[src/rtl/sensor_request_scheduler.sv]
// sensor_request_scheduler: shares N sensor channels between host requests and continuous-mode polls
module sensor_request_scheduler #(
   parameter int N_SENSORS   = 4,
   parameter int POLL_PERIOD = 125000000,
   parameter int TIMEOUT     = 5000000
) (
   input  logic                   clock_i,
   input  logic                   reset_n_i,
   input  logic                   req_valid_i,
   input  logic [7:0]             req_command_i,
   input  logic [7:0]             req_address_i,
   output logic                   req_ready_o,
   output logic [N_SENSORS-1:0]   sensor_enable_o,
   output logic [7:0]             sensor_command_o,
   input  logic [N_SENSORS-1:0]   sensor_done_i,
   input  logic [8*N_SENSORS-1:0] sensor_rsp_cmd_i,
   input  logic [8*N_SENSORS-1:0] sensor_rsp_val_i,
   output logic                   resp_valid_o,
   output logic [7:0]             resp_command_o,
   output logic [7:0]             resp_value_o,
   input  logic                   resp_ready_i
);
   localparam int AW = (N_SENSORS > 1) ? $clog2(N_SENSORS) : 1;
   localparam int PW = $clog2(POLL_PERIOD + 1);
   localparam int TW = $clog2(TIMEOUT + 1);
   localparam logic [1:0] M_OFF = 2'd0, M_TEMP = 2'd1, M_HUM = 2'd2;
   typedef enum logic [1:0] {S_IDLE, S_WAIT, S_SEND, S_COOL} state_t;
   state_t                      state_q, state_d;
   logic                        pend_q, pend_d, due_q, due_d, is_poll_q, is_poll_d;
   logic [7:0]                  pcmd_q, pcmd_d, paddr_q, paddr_d, cmd_q, cmd_d;
   logic [7:0]                  rcmd_q, rcmd_d, rval_q, rval_d;
   logic [N_SENSORS-1:0][1:0]   mode_q, mode_d;
   logic [PW-1:0]               poll_q, poll_d;
   logic [TW-1:0]               to_q, to_d;
   logic [AW-1:0]               rr_q, rr_d, ch_q, ch_d, pick, idx, pa;
   logic                        any_on, poll_wrap;
   logic [7:0]                  done_cmd;
   assign pa        = paddr_q[AW-1:0];
   assign poll_wrap = (poll_q == PW'(POLL_PERIOD - 1));
   assign done_cmd  = sensor_rsp_cmd_i[{ch_q, 3'b000} +: 8];
   // Round-robin search for the first active address at or after rr_q
   always_comb begin
      any_on = 1'b0;
      pick   = rr_q;
      idx    = '0;
      for (int k = 0; k < N_SENSORS; k++) begin
         idx = AW'((int'(rr_q) + k) % N_SENSORS);
         if (!any_on && mode_q[idx] != M_OFF) begin
            pick   = idx;
            any_on = 1'b1;
         end
      end
   end
   // All state, asynchronously cleared so an aborted transaction vanishes without a response
   always_ff @(posedge clock_i or negedge reset_n_i) begin
      if (!reset_n_i) begin
         state_q   <= S_IDLE;
         pend_q    <= 1'b0;
         due_q     <= 1'b0;
         is_poll_q <= 1'b0;
         pcmd_q    <= '0;
         paddr_q   <= '0;
         cmd_q     <= '0;
         rcmd_q    <= '0;
         rval_q    <= '0;
         mode_q    <= '0;
         poll_q    <= '0;
         to_q      <= '0;
         rr_q      <= '0;
         ch_q      <= '0;
      end else begin
         state_q   <= state_d;
         pend_q    <= pend_d;
         due_q     <= due_d;
         is_poll_q <= is_poll_d;
         pcmd_q    <= pcmd_d;
         paddr_q   <= paddr_d;
         cmd_q     <= cmd_d;
         rcmd_q    <= rcmd_d;
         rval_q    <= rval_d;
         mode_q    <= mode_d;
         poll_q    <= poll_d;
         to_q      <= to_d;
         rr_q      <= rr_d;
         ch_q      <= ch_d;
      end
   end
   // Next state: request decode, poll dispatch, wait for done/timeout, response handshake
   always_comb begin
      state_d   = state_q;
      pend_d    = pend_q;
      pcmd_d    = pcmd_q;
      paddr_d   = paddr_q;
      is_poll_d = is_poll_q;
      cmd_d     = cmd_q;
      rcmd_d    = rcmd_q;
      rval_d    = rval_q;
      mode_d    = mode_q;
      rr_d      = rr_q;
      ch_d      = ch_q;
      if (req_valid_i && !pend_q) begin
         pend_d  = 1'b1;
         pcmd_d  = req_command_i;
         paddr_d = req_address_i;
      end
      poll_d = poll_wrap ? '0 : poll_q + 1'b1;
      due_d  = due_q | poll_wrap;
      to_d   = to_q + 1'b1;
      case (state_q)
         S_IDLE: begin
            to_d = '0;
            if (pend_q) begin
               pend_d = 1'b0;
               if (paddr_q >= 8'(N_SENSORS)) begin
                  state_d = S_SEND;
                  rcmd_d  = 8'h45;
                  rval_d  = 8'h45;
               end else if (pcmd_q == 8'h03 || pcmd_q == 8'h04) begin
                  mode_d[pa] = (pcmd_q == 8'h03) ? M_TEMP : M_HUM;
               end else if (pcmd_q == 8'h05 || pcmd_q == 8'h06) begin
                  state_d = S_SEND;
                  if (mode_q[pa] == ((pcmd_q == 8'h05) ? M_TEMP : M_HUM)) begin
                     mode_d[pa] = M_OFF;
                     rcmd_d     = (pcmd_q == 8'h05) ? 8'h0A : 8'h0B;
                  end else begin
                     rcmd_d = 8'hAA;
                  end
                  rval_d = rcmd_d;
               end else if (mode_q[pa] != M_OFF) begin
                  state_d = S_SEND;
                  rcmd_d  = 8'hFF;
                  rval_d  = 8'hFF;
               end else begin
                  state_d   = S_WAIT;
                  ch_d      = pa;
                  cmd_d     = pcmd_q;
                  is_poll_d = 1'b0;
               end
            end else if (due_q && any_on) begin
               due_d     = 1'b0;
               rr_d      = (pick == AW'(N_SENSORS - 1)) ? '0 : pick + 1'b1;
               ch_d      = pick;
               cmd_d     = (mode_q[pick] == M_TEMP) ? 8'h01 : 8'h02;
               is_poll_d = 1'b1;
               state_d   = S_WAIT;
            end
         end
         S_WAIT: begin
            if (sensor_done_i[ch_q]) begin
               state_d = S_SEND;
               rcmd_d  = !is_poll_q ? done_cmd : (done_cmd == 8'h09) ? 8'h0D : (done_cmd == 8'h08) ? 8'h0E : done_cmd;
               rval_d  = sensor_rsp_val_i[{ch_q, 3'b000} +: 8];
            end else if (to_q == TW'(TIMEOUT - 1)) begin
               state_d = S_SEND;
               rcmd_d  = 8'h1F;
               rval_d  = 8'h1F;
            end
         end
         S_SEND: state_d = resp_ready_i ? S_COOL : S_SEND;
         default: state_d = S_IDLE;
      endcase
   end
   // Outputs decoded from state; enables and response bytes are zero outside their phases
   always_comb begin
      sensor_enable_o = '0;
      if (state_q == S_WAIT) sensor_enable_o[ch_q] = 1'b1;
      sensor_command_o = (state_q == S_WAIT) ? cmd_q : 8'h00;
      resp_valid_o     = (state_q == S_SEND);
      resp_command_o   = (state_q == S_SEND) ? rcmd_q : 8'h00;
      resp_value_o     = (state_q == S_SEND) ? rval_q : 8'h00;
      req_ready_o      = !pend_q;
   end
endmodule

[config.mk]
export PLATFORM = sky130hd
export DESIGN_NAME = sensor_request_scheduler
export DESIGN_NICKNAME = d
export VERILOG_FILES = /design/src/rtl/sensor_request_scheduler.sv
export SDC_FILE = /design/constraint.sdc
export NUM_CORES = 1
export LEC_CHECK = 0
export CAP_MARGIN = 5
export CORE_AREA = 2 2 126 128
export CTS_BUF_LIST = sky130_fd_sc_hd__clkbuf_4 sky130_fd_sc_hd__clkbuf_8
export DETAILED_ROUTE_END_ITERATION = 10
export DIE_AREA = 0 0 128 130
export PLACE_DENSITY = 0.75
export SLEW_MARGIN = 10
export SYNTH_ARGS = -nofsm -noshare
export SYNTH_HDL_FRONTEND = slang
export SYNTH_SLANG_ARGS = --single-unit
[constraint.sdc]
create_clock -name clock_i -period 2.7 [get_ports clock_i]
set_input_delay 0.675 -clock clock_i [delete_from_list [all_inputs] [get_ports clock_i]]
set_output_delay 0.675 -clock clock_i [all_outputs]
set_load 0.02 [all_outputs]
Word level (Yosys, flattened, before mapping)
Cells that the tools add are included.
W data, S select, Z words.
{"block": "word_totals", "elab_cells": 179, "in_bits": 88, "reg_bits": 107, "output_inout_bits": 30}
{"block": "op_classes", "bitwise": 5, "shifts": 2, "muxes": 88, "n_reduce_logical": 28, "n_eq_ne": 23, "n_lt_le_gt_ge": 10, "n_addsub": 6}
{"operator": "$mux W8", "count": 24}
{"operator": "$shiftx A32 B6 Y8", "count": 2}
{"operator": "$mux W2", "count": 28}
{"operator": "$pmux W8 S2", "count": 2}
{"operator": "$add A27 B1 Y27 const B", "count": 1}
{"operator": "$eq A27 B27 Y1 const B", "count": 1}
{"operator": "$mux W27", "count": 1}
{"operator": "$bmux W2 S2", "count": 6}
{"operator": "$eq A8 B3 Y1 const B", "count": 3}
{"operator": "$add A23 B1 Y23 const B", "count": 1}
{"operator": "$eq A23 B23 Y1 const B", "count": 1}
{"operator": "$mux W23", "count": 1}
{"operator": "$lt A2 B3 Y1 const B", "count": 7}
{"operator": "$mux W1", "count": 20}
{"operator": "$reduce_bool A2 Y1", "count": 9}
{"operator": "$eq A8 B4 Y1 const B", "count": 2}
{"operator": "$ne A2 B2 Y1 const B", "count": 5}
{"operator": "$reduce_and A5 Y1", "count": 2}
{"operator": "$ne A3 B3 Y1 const B", "count": 3}
{"operator": "$and A8 B8 Y8", "count": 1}
{"operator": "$bwmux W8", "count": 1}
{"operator": "$eq A8 B2 Y1 const B", "count": 1}
{"operator": "$ge A8 B3 Y1 const B", "count": 1}
{"operator": "$ne A4 B4 Y1 const B", "count": 2}
{"operator": "other kinds (20)", "count": 37}

Longest topological paths before layout
{"block": "logic_depth", "word_depth": 19, "depth_mapped": 10, "depth_no_buf": 8}

Worst setup path before layout
No wires, ideal clock.
{"block": "synth_path", "path_type": "flip-flop to output port", "startpoint": "register state_q[1]", "endpoint": "output port sensor_enable_o[0]", "required_ps": 2025, "setup_slack_ps": 104, "arrival_ps": 1921, "n_path_buf": 3, "stages_incl_launch_ff": 7, "path_cell_list": "dfrtp_1 > inv_1 > ha_1 > clkbuf_1 > clkbuf_1 > clkbuf_1 > nor3b_1"}
{"block": "synth_via", "elab_chain_cells": 2}
{"element": "from (decl)", "line": "28", "text": "state_t state_q, state_d;"}
{"element": "from (signal assigned)", "line": "72", "text": "state_q <= state_d;"}
{"element": "$eq A2 B1 Y1", "line": "166", "text": "if (state_q == S_WAIT) sensor_enable_o[ch_q] = 1'b1;"}
{"element": "$mux W4", "line": "166"}
{"element": "to (decl)", "line": "13", "text": "output logic [N_SENSORS-1:0] sensor_enable_o,"}
Every way passes these cells.

Worst setup path in the final report
{"block": "layout_path", "startpoint": "register state_q[0]", "endpoint": "output port resp_valid_o"}
{"block": "layout_via", "elab_chain_cells": 1}
{"element": "$eq A2 B2 Y1", "line": "168", "text": "resp_valid_o = (state_q == S_SEND);"}
{"element": "to (decl)", "line": "18", "text": "output logic resp_valid_o,"}
Every way passes these cells.

==> flow_metrics.py <==
metrics = {
    "cts": {
        "h-tree-depth": 3,
        "root_buffer": "clkbuf_8",
        "cts_setup_buffers": 0,
        "cts_tree": "done",
        "path_clk_slew_ns": 0.09,
        "clk_latency_ns": 0.37,
        "clock-sinks": 107,
        "cts_buffers": 9,
        "cts_buffer_depth": 2,
    },
    "sta": {
        "min_period_ns": 2.60,
        "rsz0062_at_grt": "no",
        "worst_slew_pin_slew_ns": 0.635,
        "hold_viol": 0,
        "setup_viol": 0,
        "fin_setup_tns_ns": 0,
        "fmax_mhz": 384,
        "setup_ws_ns": 0.0961,
        "finClkSkew_ns": 0.0108,
        "slew_headroom_pct": 57.3,
        "slew_viol_final": 0,
        "finalCritPeriodShare_pct": 96.4,
    },
    "layout": {
        "drive_above_1_share_pct": 11.2,
        "nets": 806,
        "area_growth_pct": 28.3,
        "n_antenna_cell": 0,
        "fin_area_um2": 7680,
        "n_fill_cell": 1398,
    },
    "logic_synthesis": {
        "yosysWarnings": 0,
        "yosysMostFrequentCell": "dfrtp_1",
        "yosys-top-cells-area": "dfrtp_1 45%, mux4_2 7.1%, xor2_1 3.4%, nor2_1 3.3%, nand2_1 3.2%",
        "avgSynthCellArea_um2": 10.1,
        "synth_nets": 690,
        "synth_ff_type": "dfrtp_1",
        "syn_area_um2": 5990,
        "synth_edf_count": 0,
        "netlist_top_cells_count": "107 x dfrtp_1, 53 x nor2_1, 51 x nand2_1",
        "yosysTopAreaCellShare_pct": 44.7,
        "synth.distinct_cells": 67,
        "async_flop_share_pct": 100,
        "synth.largest_area_cell": "dfrtp_1",
        "ys_seq_elements": 107,
        "synthCells": 596,
        "yosysSeqAreaShare_pct": 44.7,
    },
    "floorplan": {
        "ioPinCount": 118,
        "die_x_um": 128,
        "fp.dieH_um": 130,
        "std_cell_rows": 46,
        "core_um2": 15400,
        "dieArea_um2": 16600,
        "start_util_pct": 38.8,
    },
    "critical_path": {
        "r2r_cells": 5,
        "arrival_ns": 1.93,
        "cp_top_family": "buffers and inverters",
        "regToRegSetupSlack_ns": 0.27,
        "cpPeakStageDelay_ns": 0.64,
        "r2r_start": "mode_q[0]$_DFFE_PN0P_",
        "start_kind": "flip-flop",
        "slowest_stage": "clkdlybuf4s50_1",
        "critPathRequiredTime_ns": 2.03,
        "path_buf_inv": 3,
        "crit_type": "reg -> out",
        "path_max_fanout": 18,
        "cp-end-kind": "output pin",
        "crit-reg2reg-capture": "cmd_q[0]$_DFFE_PN0P_",
        "path_cells": "inv_1, ha_1, buf_4, clkdlybuf4s50_1",
    },
    "detailed_routing": {
        "drt-pass1-iter-count": 4,
        "drt_iter0_markers": 290,
        "wl_per_cell_um": 15.8,
        "drt-total-wl_um": 14300,
        "route.detailed.drc": 0,
        "num_vias": 4923,
        "antenna_left": 0,
        "via_per_inst": 5.43,
    },
    "grt": {
        "grt-ovfl-total": 0,
        "grt_max_degree": 48,
        "grt_usage_pct": 17.1,
        "grt_first_pass_wirelength_um": 22800,
        "antenna_found_initial": 0,
        "grt_pass1_vias": 4550,
    },
    "status": {
        "status": "completed",
    },
    "power_and_ir_drop": {
        "power_w": 0.00555,
        "power.leakage_nw": 3.34,
        "peakVddDrop_mv": 0.529,
        "power-per-cell-area_nw_per_um2": 723,
    },
    "placed_design": {
        "place_congestion": 0.867,
        "placedInstanceArea_um2": 7430,
        "port_buffers": 117,
        "dpl.hpwl_um": 11200,
        "dp_slack_ns": 0.0852,
    },
    "hold_path": {
        "hp-class": "in -> async",
    },
    "run": {
        "max_cap_violations": 0,
    },
}
## worst reg2reg max path, stage by stage, from the launching register on
cell	delay [ns]
dfrtp_1	0.46
or4_1	0.62
o41ai_1	0.54
or3_1	0.33
nand2_2	0.15
o22a_1	0.22
## cells in the final DEF (no fill, tap or decap), drive strengths merged, types with 15 or more instances in the layout
cell type,netlist,final
a21oi,21,21
and2,25,25
buf,13,17
clkdlybuf4s50,0,97
dfrtp,107,107
dlymetal6s2s,0,15
inv,25,25
mux2,15,15
mux4,19,19
nand2,53,53
nand3,33,33
nor2,54,54
o21ai,28,28
xnor2,19,19
xor2,23,23
## sequential cells by signal, summed over array words and instances (netlist names)
signal,flops
ch_q,2
to_q,23
pcmd_q,8
rr_q,2
is_poll_q,1
rcmd_q,8
state_q,2
cmd_q,8
paddr_q,8
pend_q,1
due_q,1
rval_q,8
poll_q,27
mode_q,8
## worst max path at each step
stage	startpoint	endpoint	slack, ns	cells past startpoint
finish	state_q[0]$_DFFE_PN0P_	resp_valid_o	0.1	4
CTS	state_q[0]$_DFFE_PN0P_	resp_command_o[3]	0.0009	5
floorplan	state_q[1]$_DFFE_PN0P_	sensor_enable_o[0]	0.10	6
global route	state_q[0]$_DFFE_PN0P_	resp_valid_o	0.01	4
global placement	sensor_rsp_cmd_i[5]	rcmd_q[1]$_DFFE_PN0P_	0.16	6
detailed placement	sensor_rsp_cmd_i[5]	rcmd_q[1]$_DFFE_PN0P_	0.09	6
## what timing repair did
action / CTS / global route
hold buffers: 0 / 0
endpoints found under the setup margin: 15 / 24
pin swaps: 0 / 0
gates cloned: 0 / 0
gates resized for setup: 5 / 16
## power breakdown
part / switching [W] / internal [W]
Clock: 0.000516 / 0.000539
Sequential: 0.000287 / 0.00191
Combinational: 0.00120 / 0.00110
## final cells by class
cell class              instances  area (um2)  area share [%]
well taps                     192         240            3.13
inverters                      25        93.8            1.22
repair buffers                133        1350            17.5
clock inverters                 4        76.3           0.993
multi-input cells             436        3110            40.5
flip-flops and latches        107        2680            34.8
clock buffers                  10         138            1.79
## per-layer routing
metal  global-route usage [%]  share of wire, %  vias up
met4                     5.37               1.4        0
met1                     25.6                48     2427
met3                     2.34               3.6       13
met2                     25.8                47      100
met5                        0                 0        -
li1                         -                 -     2383
## kinds of logic (layout without fill, tap and decap cells)
family / Yosys count / in the layout / synth area share [%]
and+or+nand+nor: 252 / 252 / 22.5
DFF: 107 / 107 / 44.7
AOI/OAI and AO/OA: 95 / 95 / 10.7
buffers and inverters: 53 / 172 / 3.65
xor gates and xnor gates: 42 / 42 / 6.14
muxes: 41 / 41 / 11.1
adders and majority gates: 6 / 6 / 1.25
## metrics by stage
stage	utilization, %	hold WS (ns)	std cells
after floorplan	-	0.379	596
after global placement	48.1	0.471	893
after detailed placement	48.1	0.478	893
after CTS	49.5	0.215	907
after global routing	49.8	0.241	907
final	49.8	0.222	907
Power figures use the tool's default switching activity.
